--- src/rtl/pe_bps_column_feeder.sv ---
`default_nettype none
// ============================================================================
//  Module   : pe_bps_column_feeder
//  Purpose  : Column transmitter for the combined B / partial-sum PE interface.
//             Accepts B weights and an A stream over valid/ready and sequences
//             one column of ROWS_P PEs.
//             - LOAD_B : load_B=1, B sign-extended onto the shared bus.
//             - STREAM : A streamed, bus carries a zero partial-sum seed.
//             - FLUSH  : ROWS_P empty cycles drain the column.
//             - DONE   : one-cycle done_o pulse.
//  Options  : PE_FEEDER_SKID_EN adds a 2-entry skid buffer on the A input.
//             A is then accepted whenever the job still needs elements and an
//             entry is free, which allows pre-fill during LOAD_B.
//  Revision : 1.0  initial release
// ============================================================================
module pe_bps_column_feeder #(
    parameter int ROWS_P      = 4,
    parameter int A_WIDTH_P   = 8,
    parameter int PS_WIDTH_P  = 16,
    parameter int LEN_WIDTH_P = 8
) (
    input  logic                   clk_i,
    input  logic                   reset,
    input  logic                   start_i,
    input  logic [LEN_WIDTH_P-1:0] num_a_i,
    input  logic                   b_v_i,
    input  logic [A_WIDTH_P-1:0]   b_data_i,
    output logic                   b_ready_o,
    input  logic                   a_v_i,
    input  logic [A_WIDTH_P-1:0]   a_data_i,
    output logic                   a_ready_o,
    output logic                   load_B,
    output logic [A_WIDTH_P-1:0]   A_out,
    output logic [PS_WIDTH_P-1:0]  shared_B_PS_out,
    output logic                   out_v_o,
    output logic                   busy_o,
    output logic                   done_o
);

    // ------------------------------------------------------------------------
    // Constants
    // ------------------------------------------------------------------------
    localparam int                     c_CNT_W     = $clog2(ROWS_P + 1);
    localparam int                     c_EXT_W     = PS_WIDTH_P - A_WIDTH_P;
    localparam logic [c_CNT_W-1:0]     c_CNT_ONE   = c_CNT_W'(1);
    localparam logic [c_CNT_W-1:0]     c_ROWS_LAST = c_CNT_W'(ROWS_P - 1);
    localparam logic [c_CNT_W-1:0]     c_ROWS_CNT  = c_CNT_W'(ROWS_P);
    localparam logic [LEN_WIDTH_P-1:0] c_LEN_ONE   = LEN_WIDTH_P'(1);

    typedef enum logic [2:0] {
        S_IDLE   = 3'd0,
        S_LOAD_B = 3'd1,
        S_STREAM = 3'd2,
        S_FLUSH  = 3'd3,
        S_DONE   = 3'd4
    } state_t;

    // ------------------------------------------------------------------------
    // Declarations
    // ------------------------------------------------------------------------
    state_t                  r_state;
    state_t                  w_next_state;

    logic [c_CNT_W-1:0]      r_b_cnt;
    logic [c_CNT_W-1:0]      r_fl_cnt;
    logic [LEN_WIDTH_P-1:0]  r_a_cnt;
    logic [LEN_WIDTH_P-1:0]  r_num_a;

    logic                    r_b_ready;
    logic                    r_a_ready;
    logic                    r_load_b;
    logic [PS_WIDTH_P-1:0]   r_bus;
    logic [A_WIDTH_P-1:0]    r_a_out;
    logic                    r_out_v;
    logic                    r_busy;
    logic                    r_done;

    logic                    w_start;
    logic                    w_b_xfer;
    logic                    w_a_xfer;
    logic [A_WIDTH_P-1:0]    w_a_data;
    logic                    w_b_last;
    logic                    w_a_last;
    logic                    w_fl_last;
    logic [PS_WIDTH_P-1:0]   w_b_ext;

    // ------------------------------------------------------------------------
    // Handshake and terminal-count decode
    // ------------------------------------------------------------------------
    assign w_start   = (r_state == S_IDLE) && start_i;
    assign w_b_xfer  = b_v_i && r_b_ready;
    assign w_b_last  = w_b_xfer && (r_b_cnt == c_ROWS_LAST);
    assign w_a_last  = w_a_xfer && (r_a_cnt == (r_num_a - c_LEN_ONE));
    assign w_fl_last = (r_fl_cnt == c_ROWS_LAST);
    // B is a signed weight; widen to the bus with its sign bit replicated.
    assign w_b_ext   = {{c_EXT_W{b_data_i[A_WIDTH_P-1]}}, b_data_i};

`ifdef PE_FEEDER_SKID_EN
    // ------------------------------------------------------------------------
    // A-input skid buffer: two entries, ready driven from occupancy and the
    // number of elements the current job still needs.
    // ------------------------------------------------------------------------
    logic [A_WIDTH_P-1:0]    r_skid_mem [2];
    logic                    r_skid_wr;
    logic                    r_skid_rd;
    logic [1:0]              r_skid_cnt;
    logic [1:0]              w_skid_cnt_nxt;
    logic [LEN_WIDTH_P-1:0]  r_acc_cnt;
    logic [LEN_WIDTH_P-1:0]  w_acc_nxt;
    logic [LEN_WIDTH_P-1:0]  w_limit_nxt;
    logic                    w_push;
    logic                    w_pop;

    assign w_push   = a_v_i && r_a_ready;
    assign w_pop    = (r_state == S_STREAM) && (r_skid_cnt != 2'd0);
    assign w_a_xfer = w_pop;
    assign w_a_data = r_skid_mem[r_skid_rd];

    // Next occupancy and per-job acceptance tally feeding the ready flop
    always_comb begin
        w_skid_cnt_nxt = r_skid_cnt + {1'b0, w_push} - {1'b0, w_pop};
        w_acc_nxt      = w_start ? '0 : (r_acc_cnt + {{(LEN_WIDTH_P-1){1'b0}}, w_push});
        w_limit_nxt    = w_start ? num_a_i : r_num_a;
    end

    // Skid storage; contents are qualified by the occupancy count
    always_ff @(posedge clk_i) begin
        if (w_push) begin
            r_skid_mem[r_skid_wr] <= a_data_i;
        end
    end

    // Skid pointers, occupancy, acceptance tally and registered ready
    always_ff @(posedge clk_i) begin
        if (reset) begin
            r_skid_wr  <= 1'b0;
            r_skid_rd  <= 1'b0;
            r_skid_cnt <= 2'd0;
            r_acc_cnt  <= '0;
            r_a_ready  <= 1'b0;
        end else begin
            if (w_push) begin
                r_skid_wr <= ~r_skid_wr;
            end
            if (w_pop) begin
                r_skid_rd <= ~r_skid_rd;
            end
            r_skid_cnt <= w_skid_cnt_nxt;
            r_acc_cnt  <= w_acc_nxt;
            r_a_ready  <= (w_skid_cnt_nxt != 2'd2) && (w_acc_nxt < w_limit_nxt);
        end
    end
`else
    // ------------------------------------------------------------------------
    // Direct A input: ready only while streaming, one-cycle latency.
    // ------------------------------------------------------------------------
    assign w_a_xfer = a_v_i && r_a_ready;
    assign w_a_data = a_data_i;

    // A ready is a flop of the next-state decode
    always_ff @(posedge clk_i) begin
        if (reset) begin
            r_a_ready <= 1'b0;
        end else begin
            r_a_ready <= (w_next_state == S_STREAM);
        end
    end
`endif

    // ------------------------------------------------------------------------
    // Next-state decode
    // ------------------------------------------------------------------------
    always_comb begin
        w_next_state = r_state;
        unique case (r_state)
            S_IDLE: begin
                if (start_i) begin
                    w_next_state = S_LOAD_B;
                end
            end
            S_LOAD_B: begin
                if (w_b_last) begin
                    w_next_state = (r_num_a == '0) ? S_FLUSH : S_STREAM;
                end
            end
            S_STREAM: begin
                if (w_a_last) begin
                    w_next_state = S_FLUSH;
                end
            end
            S_FLUSH: begin
                if (w_fl_last) begin
                    w_next_state = S_DONE;
                end
            end
            S_DONE: begin
                w_next_state = S_IDLE;
            end
            default: begin
                w_next_state = S_IDLE;
            end
        endcase
    end

    // State register
    always_ff @(posedge clk_i) begin
        if (reset) begin
            r_state <= S_IDLE;
        end else begin
            r_state <= w_next_state;
        end
    end

    // Job length latch and B / A / flush counters (saturating, no wrap)
    always_ff @(posedge clk_i) begin
        if (reset) begin
            r_num_a  <= '0;
            r_b_cnt  <= '0;
            r_a_cnt  <= '0;
            r_fl_cnt <= '0;
        end else begin
            if (w_start) begin
                r_num_a <= num_a_i;
                r_b_cnt <= '0;
                r_a_cnt <= '0;
            end else begin
                if (w_b_xfer && (r_b_cnt != c_ROWS_CNT)) begin
                    r_b_cnt <= r_b_cnt + c_CNT_ONE;
                end
                if (w_a_xfer && (r_a_cnt != r_num_a)) begin
                    r_a_cnt <= r_a_cnt + c_LEN_ONE;
                end
            end
            r_fl_cnt <= ((r_state == S_FLUSH) && !w_fl_last) ? (r_fl_cnt + c_CNT_ONE) : '0;
        end
    end

    // Registered column outputs, status and B ready
    always_ff @(posedge clk_i) begin
        if (reset) begin
            r_b_ready <= 1'b0;
            r_load_b  <= 1'b0;
            r_bus     <= '0;
            r_a_out   <= '0;
            r_out_v   <= 1'b0;
            r_busy    <= 1'b0;
            r_done    <= 1'b0;
        end else begin
            r_b_ready <= (w_next_state == S_LOAD_B);
            r_busy    <= (w_next_state != S_IDLE);
            r_done    <= (w_next_state == S_DONE);
            r_load_b  <= w_b_xfer;
            r_out_v   <= w_a_xfer;
            r_a_out   <= w_a_xfer ? w_a_data : '0;
            // Bus carries B while loading, otherwise the zero partial-sum seed
            r_bus     <= w_b_xfer ? w_b_ext : '0;
        end
    end

    assign b_ready_o       = r_b_ready;
    assign a_ready_o       = r_a_ready;
    assign load_B          = r_load_b;
    assign A_out           = r_a_out;
    assign shared_B_PS_out = r_bus;
    assign out_v_o         = r_out_v;
    assign busy_o          = r_busy;
    assign done_o          = r_done;

endmodule
`default_nettype wire

--- config.mk ---
export PLATFORM = sky130hd
export DESIGN_NAME = pe_bps_column_feeder
export DESIGN_NICKNAME = d
export VERILOG_FILES = /design/src/rtl/pe_bps_column_feeder.sv
export SDC_FILE = /design/constraint.sdc
export NUM_CORES = 1
export LEC_CHECK = 0
export BUFFER_PORTS_ARGS = -buffer_cell sky130_fd_sc_hd__buf_2
export CAP_MARGIN = 10
export CORE_ASPECT_RATIO = 1.25
export CORE_MARGIN = 1.5
export CORE_UTILIZATION = 55
export DETAILED_ROUTE_END_ITERATION = 10
export GPL_TIMING_DRIVEN = 0
export HOLD_SLACK_MARGIN = 0.12
export PLACE_DENSITY_LB_ADDON = 0.12
export RECOVER_POWER = 100
export SETUP_SLACK_MARGIN = 0.3
export SLEW_MARGIN = 20
export SYNTH_ARGS = -nofsm -noshare
export SYNTH_HDL_FRONTEND = slang
export SYNTH_SLANG_ARGS = --single-unit
--- constraint.sdc ---
create_clock -name clk_i -period 5.1 [get_ports clk_i]
set_input_delay 1.02 -clock clk_i [delete_from_list [all_inputs] [get_ports clk_i]]
set_output_delay 1.02 -clock clk_i [all_outputs]
set_load 0.05 [all_outputs]
Word level (Yosys, flattened, before mapping)
Index checks and enable logic that the tools add are counted.
Storage, ports and cells
  register bits after elaboration: 47
  input bits: 29
  output and inout port bits: 30
  logic and storage cells: 53
Operators by class
  $add $sub $neg: 4
  equal/unequal tests: 11
  multiplexer cells: 6
  bitwise operators: 3
  reduce and logical (&&, ||, !) cells: 16
Operators with widths (count)
  $eq 3x2->1 const B: 5
  $mux 3: 4
  $pmux 3 s4: 1
  $add 8x1->8 const B: 1
  $eq 8x8->1: 1
  $logic_and 1x1->1: 8
  $logic_not 8->1: 1
  $ne 8x8->1: 1
  $reduce_or 2->1: 4
  $sub 8x1->8 const B: 1
  $add 3x1->3 const B: 2
  $eq 3x1->1 const B: 2
  $eq 3x3->1 const B: 1
  $logic_not 3->1: 1
  $ne 3x3->1 const B: 1
  $not 1->1: 3
  $reduce_bool 3->1: 1
  $logic_not 1->1: 1
  $mux 1: 1

Logic depth before layout (Yosys ltp)
  word-level depth: 6
  mapped depth: 7
  mapped depth without buffers: 7

Worst setup path before layout
OpenSTA, ideal clock, no wires.
  path type: input port to flip-flop
  start: input port a_v_i
  end: register r_a_ready (netlist: a_ready_o)
  library setup time: 0.115 ns
  data arrival time: 2.348 ns
  data required time: 4.985 ns
  setup slack: 2.637 ns
  cell stages on the path: 5
  buffers on the path: 0
  cell sequence: nand2_1 > or4b_4 > a2111oi_4 > a41oi_2 > and2_1
Between the ends
  cells in the longest elaborated chain, start to end: 5
RTL lines
  start: declaration: line 29  | input logic a_v_i,
  $logic_and 1x1->1: line 157  | assign w_a_xfer = a_v_i && r_a_ready;
  $logic_and 1x1->1: line 93  | assign w_a_last = w_a_xfer && (r_a_cnt == (r_num_a - c_LEN_ONE));
  $mux 3: line 187  | if (w_a_last) begin
  $pmux 3 s4: line 175  | unique case (r_state)
  $eq 3x2->1: line 165  | r_a_ready <= (w_next_state == S_STREAM);
  end signal: assignment: line 165
  end: declaration: line 70  | logic r_a_ready;
Every way passes these cells.
A chain may end at the register's enable or synchronous reset.

Worst setup path in the final report
Same ends and word-level chain as after synthesis.

==> reports/results.tsv <==
metric	value	unit
status	completed	
Synth area leader	dfxtp_1	
P_int	0.519	mW
Initial Util	58.2	%
Final Max Slew Viols	0	
post-synthesis instance area	2060	µm²
min Tclk post-route	2.46	ns
CTS root buf	clkbuf_8	
RSZ-0062 raised after global routing	false	
layout cells sized above 1	18.5	%
area delta synth->final	18.6	%
CTS H-tree depth	2	
die width	57.8	µm
Placeable Area	3540	µm²
endpoints failing setup	0	
Gate Count Post-Synth	221	
Final Core Density	69.0	%
initial antenna violation count	0	
DRC Markers	0	
via/cell ratio	5.13	
global-route wire length before repair	6.60	mm
Die Y	71.5	µm
Layout Nets	322	
largest net degree at the start of global routing	15	
power per cell area	287	nW/µm²
Ports	59	
Site Rows	24	
Seq pwr share	54.2	%
Die ar.	4130	µm²
Tightest Hold Check Type	reg -> reg	
vias	1673	
Buf/Inv on CP	1	
total negative slack	0	ns
share of total power in combinational logic	12.7	%
synthesized flop and latch total	47	
RePlAce Congestion	0.823	
slowest stage delay, CP	0.58	ns
max-capacitance violation count	0	
crit path DAT	2.65	ns
router iterations before antenna repair	4	
diode count	0	
grt total ovfl	0	
sw frac	26.1	%
post-route ant nets	0	
CTS Buf Count	5	
period utilization	48.1	%
initial drt markers	77	
syn nets	257	
Max stage delay cell, worst path	or4b_1	
CTS Hold Bufs	0	
Slew HR	59.4	%
Post-synth ARST share	0	%
Max IR drop VDD	192	µV
critical path fanouts, max	7	
routed len/inst	12.0	µm
leakage	1.01	nW
synth warn	0	
syn avg cell area	9.33	µm²
CP top delay family	simple AND/OR/NAND/NOR gates	
Clock Skew	0.00503	ns
Slew @ Worst Pin	0.612	ns
Post-synth EDFFs	0	
HPWL Detailed	2.94	mm
commonest non-fill, non-tap cell in the layout	dfxtp_1	
area share of the largest cell type after synthesis	45.6	%
CTS resizes	0	
Worst EP required	5.30	ns
Clock transition at path regs	0.08	ns
Sink Count	47	
largest cells by area after synthesis	dfxtp_1 46%, and2_1 5.5%, nand2_1 4.7%	
CTS tree	built	
post-CTS setup buffer count	0	
Top FF cell, synth	dfxtp_1	
crit-path cells	buf_2 -> nand2_1 -> or4b_1 -> a2111oi_4 -> a41oi_1 -> and2_0	
total track usage	20.3	%
final hold violations	0	
port buffer count	58	
clock buffer depth	2	
NetSw	0.184	mW
vias in the first global route	1585	
commonest cells after routing, fill and taps aside	47 x dfxtp_1, 37 x clkbuf_1, 28 x buf_2, 26 x nand2_1, 22 x nor2_1	
worst-skew pair later-pin latency	0.30	ns
Setup crit start kind	input port	
WL final	3.93	mm
count of cell types in the netlist	41	
post-synthesis sequential area ratio	45.6	%
critical setup path kind	in -> reg	
upper clock frequency limit	407	MHz
clock power share	33.1	%
type of destination of the critical path	register	
-- routing by layer --
metal,track usage [%],routed length [µm],vias up,part of all wire [%]
met5,0,0,-,0
met4,6.98,57,0,1.5
met3,4.87,120,7,3.1
met2,35.4,2040,28,52
met1,24.1,1710,775,44
li1,-,-,863,-
-- per-stage QoR --
stage | cells | setup slack [ns] | hold slack, ns | power (mW) | instance area (µm²)
after floorplan | 221 | 2.64 | 0.399 | 0.455 | 2060
after global placement | 318 | 2.40 | 0.412 | 0.478 | 2400
after detailed placement | 318 | 2.41 | 0.424 | 0.481 | 2400
after CTS | 326 | 2.71 | 0.437 | 0.708 | 2500
after global routing | 326 | 2.56 | 0.468 | 0.731 | 2450
final | 326 | 2.64 | 0.427 | 0.703 | 2450
-- cells by family (layout without fill, tap and decap cells) --
group                      after synthesis  after routing  share of synthesized area, %
and+or+nand+nor                         93             93                          23.9
xor gates and xnor gates                19             19                          8.07
AOI/OAI and AO/OA                       29             29                          10.4
muxes                                    3              3                          1.46
DFF                                     47             47                          45.6
buffers and inverters                   23             89                          6.25
adders and majority gates                7              7                          4.25
-- synth_stat cells, types with 4 or more instances --
master and n:
nor3_1 4, clkbuf_1 5, nand2_1 26, dfxtp_1 47, a21oi_1 11, inv_1 7, xnor2_1 9, ha_1 7
and2_1 18, a211oi_1 4, buf_4 9, xor2_1 10, nor2_1 22
-- cell type report --
type,count,area (µm²)
Sequential cell,47,941
Clock buffer,7,86.3
Multi-Input combinational cell,151,981
Clock inverter,1,8.76
Tap cell,39,48.8
Timing Repair Buffer,58,251
Buffer,16,103
Inverter,7,26.3
Fill cell,332,1100
-- worst reg2reg max path: cells and delay by family, from the launching register on --
family             cells  cell delay, ns
and+or+nand+nor        3            0.98
AOI/OAI and AO/OA      2            0.59
DFF                    1            0.33
-- power groups by stage --
stage	registers [mW]	clock network (mW)	logic, mW
CTS	0.381	0.235	0.0923
finish	0.381	0.233	0.0893
global route	0.382	0.251	0.0983
detailed placement	0.389	0	0.0916
global placement	0.389	0	0.0892
floorplan	0.398	0	0.0572
-- sequential cells by signal (all words and copies together) (netlist names), 3 cells and up --
name,count
r_b_cnt,3
r_state,3
r_fl_cnt,3
r_num_a,8
A_out,8
r_a_cnt,8
shared_B_PS_out,8
-- worst paths after layout --
check	to	start	slack, ns	cells past startpoint
max	a_ready_o$_SDFF_PP0_	a_v_i	2.64	6
min	r_fl_cnt[0]$_SDFF_PP0_	r_fl_cnt[0]$_SDFF_PP0_	0.43	1
max reg2reg	a_ready_o$_SDFF_PP0_	a_ready_o$_SDFF_PP0_	3.10	5
min reg2reg	r_fl_cnt[0]$_SDFF_PP0_	r_fl_cnt[0]$_SDFF_PP0_	0.43	1
Note: power is estimated with default switching activity, not from simulation.
